$ cat src/rtl/mem_port_arbiter_pkg.sv
// Shared types for the two-master data-memory port arbiter.
package pkg_mem_arb;

  typedef enum logic [1:0] {
    IDLE  = 2'd0,
    BUSY0 = 2'd1,
    BUSY1 = 2'd2
  } arb_state_e;

  typedef enum logic {
    M0 = 1'b0,
    M1 = 1'b1
  } master_id_e;

endpackage

$ cat src/rtl/mem_port_arbiter_sat_counter.sv
// Saturating event counter with synchronous clear; clear beats increment.
module arb_sat_counter #(
  parameter int unsigned CntWidth = 32
) (
  input  logic                clk_i,
  input  logic                rst_ni,
  input  logic                inc,
  input  logic                clr,
  output logic [CntWidth-1:0] count_o
);

  logic [CntWidth-1:0] count_q;
  logic [CntWidth-1:0] count_d;

  always_comb begin
    count_d = count_q;
    if (clr) begin
      count_d = '0;
    end else if (inc && (count_q != {CntWidth{1'b1}})) begin
      count_d = count_q + {{(CntWidth-1){1'b0}}, 1'b1};
    end
  end

  always_ff @(posedge clk_i or negedge rst_ni) begin
    if (!rst_ni) begin
      count_q <= '0;
    end else begin
      count_q <= count_d;
    end
  end

  assign count_o = count_q;

endmodule

$ cat src/rtl/mem_port_arbiter.sv
// Round-robin arbiter sharing one memory port between M0 and M1, one transaction in flight.
// Optional performance counters are compiled in with MEM_ARB_PERF_EN.
//
// Handshake: a master raises mX_req_i with write/addr/wdata and holds them stable until
// mX_ready_o pulses (1 cycle); it may drop or re-request on the following edge. The same
// req/ready contract applies downstream on mem_req_o / mem_ready_i.
module mem_port_arbiter
  import pkg_mem_arb::*;
#(
  parameter int unsigned DWidth   = 32,
  parameter int unsigned CntWidth = 32
) (
  input  logic                clk_i,
  input  logic                rst_ni,
  input  logic                m0_req_i,
  input  logic                m1_req_i,
  input  logic                m0_write_i,
  input  logic                m1_write_i,
  input  logic [DWidth-1:0]   m0_addr_i,
  input  logic [DWidth-1:0]   m1_addr_i,
  input  logic [DWidth-1:0]   m0_wdata_i,
  input  logic [DWidth-1:0]   m1_wdata_i,
  output logic                m0_ready_o,
  output logic                m1_ready_o,
  output logic [DWidth-1:0]   m0_rdata_o,
  output logic [DWidth-1:0]   m1_rdata_o,
  output logic                mem_req_o,
  output logic                mem_write_o,
  output logic [DWidth-1:0]   mem_addr_o,
  output logic [DWidth-1:0]   mem_wdata_o,
  input  logic                mem_ready_i,
  input  logic [DWidth-1:0]   mem_rdata_i,
  input  logic                perf_clr_i,
  output logic [CntWidth-1:0] perf_grant0_o,
  output logic [CntWidth-1:0] perf_grant1_o,
  output logic [CntWidth-1:0] perf_stall_o,
  output arb_state_e          state_o
);

  arb_state_e        state_q, state_d;
  master_id_e        last_q, last_d;
  logic              req_q, req_d;
  logic              write_q, write_d;
  logic [DWidth-1:0] addr_q, addr_d;
  logic [DWidth-1:0] wdata_q, wdata_d;
  logic              grant0, grant1;
  logic              stall;

  always_comb begin
    state_d = state_q;
    last_d  = last_q;
    req_d   = req_q;
    write_d = write_q;
    addr_d  = addr_q;
    wdata_d = wdata_q;
    grant0  = 1'b0;
    grant1  = 1'b0;
    case (state_q)
      IDLE: begin
        // On a tie the master that did not win last time goes first.
        grant0 = m0_req_i && (!m1_req_i || (last_q == M1));
        grant1 = m1_req_i && (!m0_req_i || (last_q == M0));
        if (grant0) begin
          state_d = BUSY0;
          last_d  = M0;
          req_d   = 1'b1;
          write_d = m0_write_i;
          addr_d  = m0_addr_i;
          wdata_d = m0_wdata_i;
        end else if (grant1) begin
          state_d = BUSY1;
          last_d  = M1;
          req_d   = 1'b1;
          write_d = m1_write_i;
          addr_d  = m1_addr_i;
          wdata_d = m1_wdata_i;
        end
      end
      BUSY0, BUSY1: begin
        if (mem_ready_i) begin
          state_d = IDLE;
          req_d   = 1'b0;
        end
      end
      default: begin
        state_d = IDLE;
        req_d   = 1'b0;
      end
    endcase
  end

  always_ff @(posedge clk_i or negedge rst_ni) begin
    if (!rst_ni) begin
      state_q <= IDLE;
      last_q  <= M1;
      req_q   <= 1'b0;
      write_q <= 1'b0;
      addr_q  <= '0;
      wdata_q <= '0;
    end else begin
      state_q <= state_d;
      last_q  <= last_d;
      req_q   <= req_d;
      write_q <= write_d;
      addr_q  <= addr_d;
      wdata_q <= wdata_d;
    end
  end

  assign mem_req_o   = req_q;
  assign mem_write_o = write_q;
  assign mem_addr_o  = addr_q;
  assign mem_wdata_o = wdata_q;
  assign state_o     = state_q;

  // Completion is returned combinationally, only to the master currently in service.
  assign m0_ready_o = (state_q == BUSY0) && mem_ready_i;
  assign m1_ready_o = (state_q == BUSY1) && mem_ready_i;
  assign m0_rdata_o = m0_ready_o ? mem_rdata_i : '0;
  assign m1_rdata_o = m1_ready_o ? mem_rdata_i : '0;

  assign stall = (m0_req_i && (state_q != BUSY0)) || (m1_req_i && (state_q != BUSY1));

`ifdef MEM_ARB_PERF_EN
  arb_sat_counter #(.CntWidth(CntWidth)) u_grant0_cnt (
    .clk_i   (clk_i),
    .rst_ni  (rst_ni),
    .inc     (grant0),
    .clr     (perf_clr_i),
    .count_o (perf_grant0_o)
  );

  arb_sat_counter #(.CntWidth(CntWidth)) u_grant1_cnt (
    .clk_i   (clk_i),
    .rst_ni  (rst_ni),
    .inc     (grant1),
    .clr     (perf_clr_i),
    .count_o (perf_grant1_o)
  );

  arb_sat_counter #(.CntWidth(CntWidth)) u_stall_cnt (
    .clk_i   (clk_i),
    .rst_ni  (rst_ni),
    .inc     (stall),
    .clr     (perf_clr_i),
    .count_o (perf_stall_o)
  );
`else
  logic perf_unused;
  assign perf_unused   = ^{perf_clr_i, grant0, grant1, stall};
  assign perf_grant0_o = '0;
  assign perf_grant1_o = '0;
  assign perf_stall_o  = '0;
`endif

endmodule

$ cat config.mk
export PLATFORM = sky130hd
export DESIGN_NAME = mem_port_arbiter
export DESIGN_NICKNAME = d
export VERILOG_FILES = /design/src/rtl/mem_port_arbiter_pkg.sv /design/src/rtl/mem_port_arbiter_sat_counter.sv /design/src/rtl/mem_port_arbiter.sv
export SDC_FILE = /design/constraint.sdc
export NUM_CORES = 1
export LEC_CHECK = 0
export ABC_AREA = 1
export ABC_CLOCK_PERIOD_IN_PS = 1420
export BUFFER_PORTS_ARGS = -buffer_cell sky130_fd_sc_hd__buf_2
export CAP_MARGIN = 30
export CORE_AREA = 2 2 155 157
export DETAILED_ROUTE_END_ITERATION = 8
export DIE_AREA = 0 0 157 159
export PLACE_DENSITY = 0.56
export SYNTH_ARGS = -nofsm -noshare
export SYNTH_HDL_FRONTEND = slang
export SYNTH_SLANG_ARGS = --single-unit
export TNS_END_PERCENT = 30
$ cat constraint.sdc
create_clock -name clk_i -period 1.42 [get_ports clk_i]
set_input_delay 0.142 -clock clk_i [delete_from_list [all_inputs] [get_ports clk_i]]
set_output_delay 0.142 -clock clk_i [all_outputs]
set_load 0.01 [all_outputs]
Word-level counts from Yosys, hierarchy flattened

Cells that the tools add are included.

Register bits: 69
Input port bits: 168
Output and inout bits: 230
Logic and storage cells: 41

Eq/ne operators: 4
Muxes and demuxes: 17
Bitwise gates (word level): 1
Reduce and logical (&&, ||, !) cells: 13

Operator list:

| operator                                                         | count |
|---|---|
| 32-bit two-way mux                                               | 6 |
| 1-bit two-way mux                                                | 6 |
| 2-bit two-way mux                                                | 3 |
| 1-bit logical AND                                                | 4 |
| 2-bit one-hot mux with 2 select lines                            | 1 |
| 2-bit AND reduction                                              | 2 |
| 3-bit inequality test (second input constant)                    | 1 |
| 2-bit by 1-bit == test with 1-bit output (second input constant) | 1 |
| 2-bit == test (second input constant)                            | 1 |
| 1-bit logical NOT                                                | 2 |
| 2-bit logical NOT                                                | 1 |
| 1-bit logical OR                                                 | 2 |
| 2-bit inequality test (second input constant)                    | 1 |
| 1-bit one-hot mux with 2 select lines                            | 1 |
| 2-bit nonzero test                                               | 1 |
| 2-bit OR reduction                                               | 1 |
| 1-bit inverter                                                   | 1 |

Depth between registers and ports, before layout

Depth in word-level cells: 6
Mapped depth: 8
Gate-level depth less buffers: 6

Least setup slack after synthesis

Ideal clock, no wire load.

Kind: register to register
Start: register state_q[0], in the netlist state_o[0]
End: register addr_q[0], in the netlist mem_addr_o[0]
Library setup time: 0.116 ns
Arrival time: 1.265 ns
Data required time: 1.304 ns
Setup slack: 0.038 ns
Cell stages (with the launch flop): 9
Path buffers: 2
Clock period less this slack: 1.382 ns
Cell sequence: dfrtp_1 inv_1 ha_1 nand2_1 inv_2 buf_6 buf_4 nand2_1 nand2_1

Longest elaborated chain between the ends: 2

Ends and longest elaborated chain:

| item                          | line                    | RTL |
|---|---|---|
| start, declared               | mem_port_arbiter.sv:40  | `arb_state_e state_q, state_d;` |
| start signal, assigned        | mem_port_arbiter.sv:101 | `state_q <= state_d;` |
| 2-bit logical NOT             | mem_port_arbiter.sv:58  | `case (state_q)` |
| 2-bit AND reduction (no line) | --                      |  |
| end signal, assigned          | mem_port_arbiter.sv:105 | `addr_q <= addr_d;` |
| end, declared                 | mem_port_arbiter.sv:44  | `logic [DWidth-1:0] addr_q, addr_d;` |

No other way between the ends.
A chain may end at the register's enable or synchronous reset.

Worst setup path after layout

Start: register state_q[1], in the netlist state_o[1]
End: output m1_rdata_o[14]

Longest elaborated chain between the ends: 3

Ends and longest elaborated chain:

| item               | line                    | RTL |
|---|---|---|
| 2-bit == test      | mem_port_arbiter.sv:118 | `assign m1_ready_o = (state_q == BUSY1) && mem_ready_i;` |
| 1-bit logical AND  | mem_port_arbiter.sv:118 |  |
| 32-bit two-way mux | mem_port_arbiter.sv:120 | `assign m1_rdata_o = m1_ready_o ? mem_rdata_i : '0;` |
| end, declared      | mem_port_arbiter.sv:26  | `output logic [DWidth-1:0] m1_rdata_o,` |

No other way between the ends.

==> impl_metrics.csv <==
group,metric,value,unit
outcome,outcome,"finished with violations",
outcome,violations,"negative setup slack",
floorplan,die_x,157,um
yosys,synth_seq_cells,69,
hold_path,min_path_type,"in -> reg",
sta,setup_ws,-0.188,ns
grt,grt_pass1_vias,4901,
critical_path,reg2reg_from,"state_o[0]",
route,drtAntennaViolNets,0,
route,via_count,5274,
yosys,yosys.area.top_type,"dfrtp_1",
clocking,cts_buffers,9,
final_layout,final_common_cell,"buf_2",
sta,final_max_slew_viol_count,0,
route,wl,16800,um
sta,hold_viol,0,
route,route.detailed.drc,0,
sta,fmax,622,MHz
final_layout,area_delta_synth_final,44.9,%
job,cap_violations,0,
route,routedWlPerCell,12.5,um
floorplan,die_area,25000,um^2
floorplan,chipHeight,159,um
final_layout,design_area,7010,um^2
yosys,yosysSeqAreaShare,35.7,%
route,drt-pass1-iter-count,6,
power,power_density,1710,nW/um^2
route,drt_iter0_markers,215,
placement,dp_slack,0.0242,ns
final_layout,fill_cells,2573,
clocking,h-tree-depth,3,
final_layout,drive_gt1_share,36.2,%
yosys,yosysWarnings,0,
floorplan,core_area,23200,um^2
hold_path,hold_path_depth,5,
sta,setup_viol,83,
clocking,clk_pin_slew,0.06,ns
floorplan,start_util,20.9,%
sta,fin_skew,0.00599,ns
power,p_leak,4.38,nW
floorplan,pin_count,398,
clocking,tritoncts,"yes",
critical_path,worstSetupPathType,"reg -> out",
final_layout,final_cell_mix,"buf_2 (294), nand2_1 (269), nand3_1 (132)",
grt,antenna_found_initial,2,
route,vias_per_cell,3.93,
clocking,cts_buffer_depth,2,
power,ir_worst_vdd,0.595,mV
critical_path,crit_chain,"buf_6 > ha_4 > nand2_8 > clkbuf_16 > nor2_1 > buf_2",
yosys,synth_area_leaders,"dfrtp_1 (35%), nand2_1 (22%), buf_4 (16%)",
yosys,synth_cell_types,16,
grt,grt-ovfl-total,0,
hold_path,hp-start,"m0_wdata_i[25]",
critical_path,end_kind,"primary output",
final_layout,nNetsFinal,1189,
yosys,synthCells,734,
critical_path,path_max_fanout,8,
yosys,synthesis.area,4840,um^2
grt,grt_usage,12.8,%
critical_path,crit_path_start_kind,"register",
grt,grt_start_max_net_pins,70,
yosys,yosysTopAreaCellShare,35.2,%
critical_path,startpoint,"state_o[1]",
floorplan,num_rows,56,
clocking,worstSkewPairLatency,0.34,ns
grt,grt_pass1_wl,25000,um
sta,fin_crit_sh,113,%
sta,rsz0062_at_grt,"true",
critical_path,required,1.28,ns
clocking,cts_sinks,69,
critical_path,crit_slowest_cell,"dfrtp_1",
placement,numPortBuffers,300,
clocking,clk_root_buffer_cell,"clkbuf_16",
placement,dp_hpwl,12800,um
sta,fin_crit,1.61,ns
placement,place_congestion,0.722,
critical_path,reg2reg_depth,8,
critical_path,critPathMaxStageDelay,0.39,ns
critical_path,crit_arrival,1.47,ns
placement,place_area,6430,um^2
yosys,synth.avg_cell_area,6.59,um^2
metrics by stage:
stage / cells / utilization, % / power (W) / TNS [ns] / hold WS (ns)
after floorplan: 829 / - / 0.00684 / 0 / -0.154
after global placement: 1321 / 27.7 / 0.00905 / 0 / 0.181
after detailed placement: 1321 / 27.7 / 0.00915 / 0 / 0.190
after CTS: 1340 / 29.6 / 0.0120 / -12.04 / 0.0977
after global routing: 1342 / 30.2 / 0.0130 / -20.98 / 0.120
final: 1343 / 30.2 / 0.0120 / -10.35 / 0.115
kinds of logic (layout without fill, tap and decap cells):
family,after synthesis,in the layout,share of synthesized area [%]
AO/OA/AOI/OAI,1,1,0.103
AND/OR/NAND/NOR,475,475,40.4
flip-flops,69,69,35.7
buffers and inverters,185,379,22.9
adder cells (fa/ha/maj),3,3,0.776
other,1,97,0.0775
worst paths after layout:
path	slack, ns	endpoint
setup / recovery	-0.19	m1_rdata_o[14]
hold reg to reg	0.47	mem_addr_o[18]
min in group asynchronous	0.35	mem_wdata_o[4]
setup reg to reg	-0.02	mem_addr_o[31]
hold / removal	0.11	mem_wdata_o[25]
max in group asynchronous	0.74	last_q
state kept, by name, summed over array words and instances (netlist names):
register     cells
mem_req_o        1
mem_wdata_o     32
mem_write_o      1
mem_addr_o      32
state_o          2
last_q           1
where the power goes:
part	switching [W]	internal [W]	total, W
registers	0.000496	0.00292	0.00341
clock network	0.000900	0.00176	0.00266
logic	0.00361	0.00227	0.00588
total	0.00501	0.00694	0.0120
synth_stat cells, drive strengths merged:
library cell / instances
nand4: 2
nor2: 64
conb: 1
ha: 3
dfstp: 1
nand3: 132
o21ai: 1
inv: 41
buf: 128
nand2: 277
dfrtp: 68
clkbuf: 16
critical path, delay by kind of cell (launching register included):
family / cells / cell delay (ns)
flip-flops: 1 / 0.39
buffers and inverters: 3 / 0.43
adder cells (fa/ha/maj): 1 / 0.17
AND/OR/NAND/NOR: 2 / 0.12
layout make-up:
type / instances / area, um^2 / area share, %
multi-input cells: 575 / 2480 / 35.4
repair buffers: 322 / 1900 / 27.1
flip-flops and latches: 69 / 1730 / 24.7
well taps: 319 / 399 / 5.70
clock buffers: 10 / 239 / 3.41
inverters: 41 / 154 / 2.20
clock inverters: 6 / 110 / 1.57
diodes: 1 / 2.50 / 0.0357
what timing repair did:
action | in CTS | in global routing
pin swaps | 0 | 2
setup endpoints to repair | 66 | 133
buffers inserted | 1 | 1
cloned | 1 | 1
gates resized for setup | 10 | 33
endpoints found under the hold margin | 68 | 0
hold buffers | 1 | 0
routing by layer:
metal	share of wire (%)	GRT usage, %	up-vias	wire, um
met3	7.9	3.59	21	1330
li1	-	-	2638	-
met2	53	24.2	245	8850
met1	37	13.2	2368	6250
met4	2.1	4.75	2	359
met5	0.095	0	-	16
(Power assumes the default switching activity.)
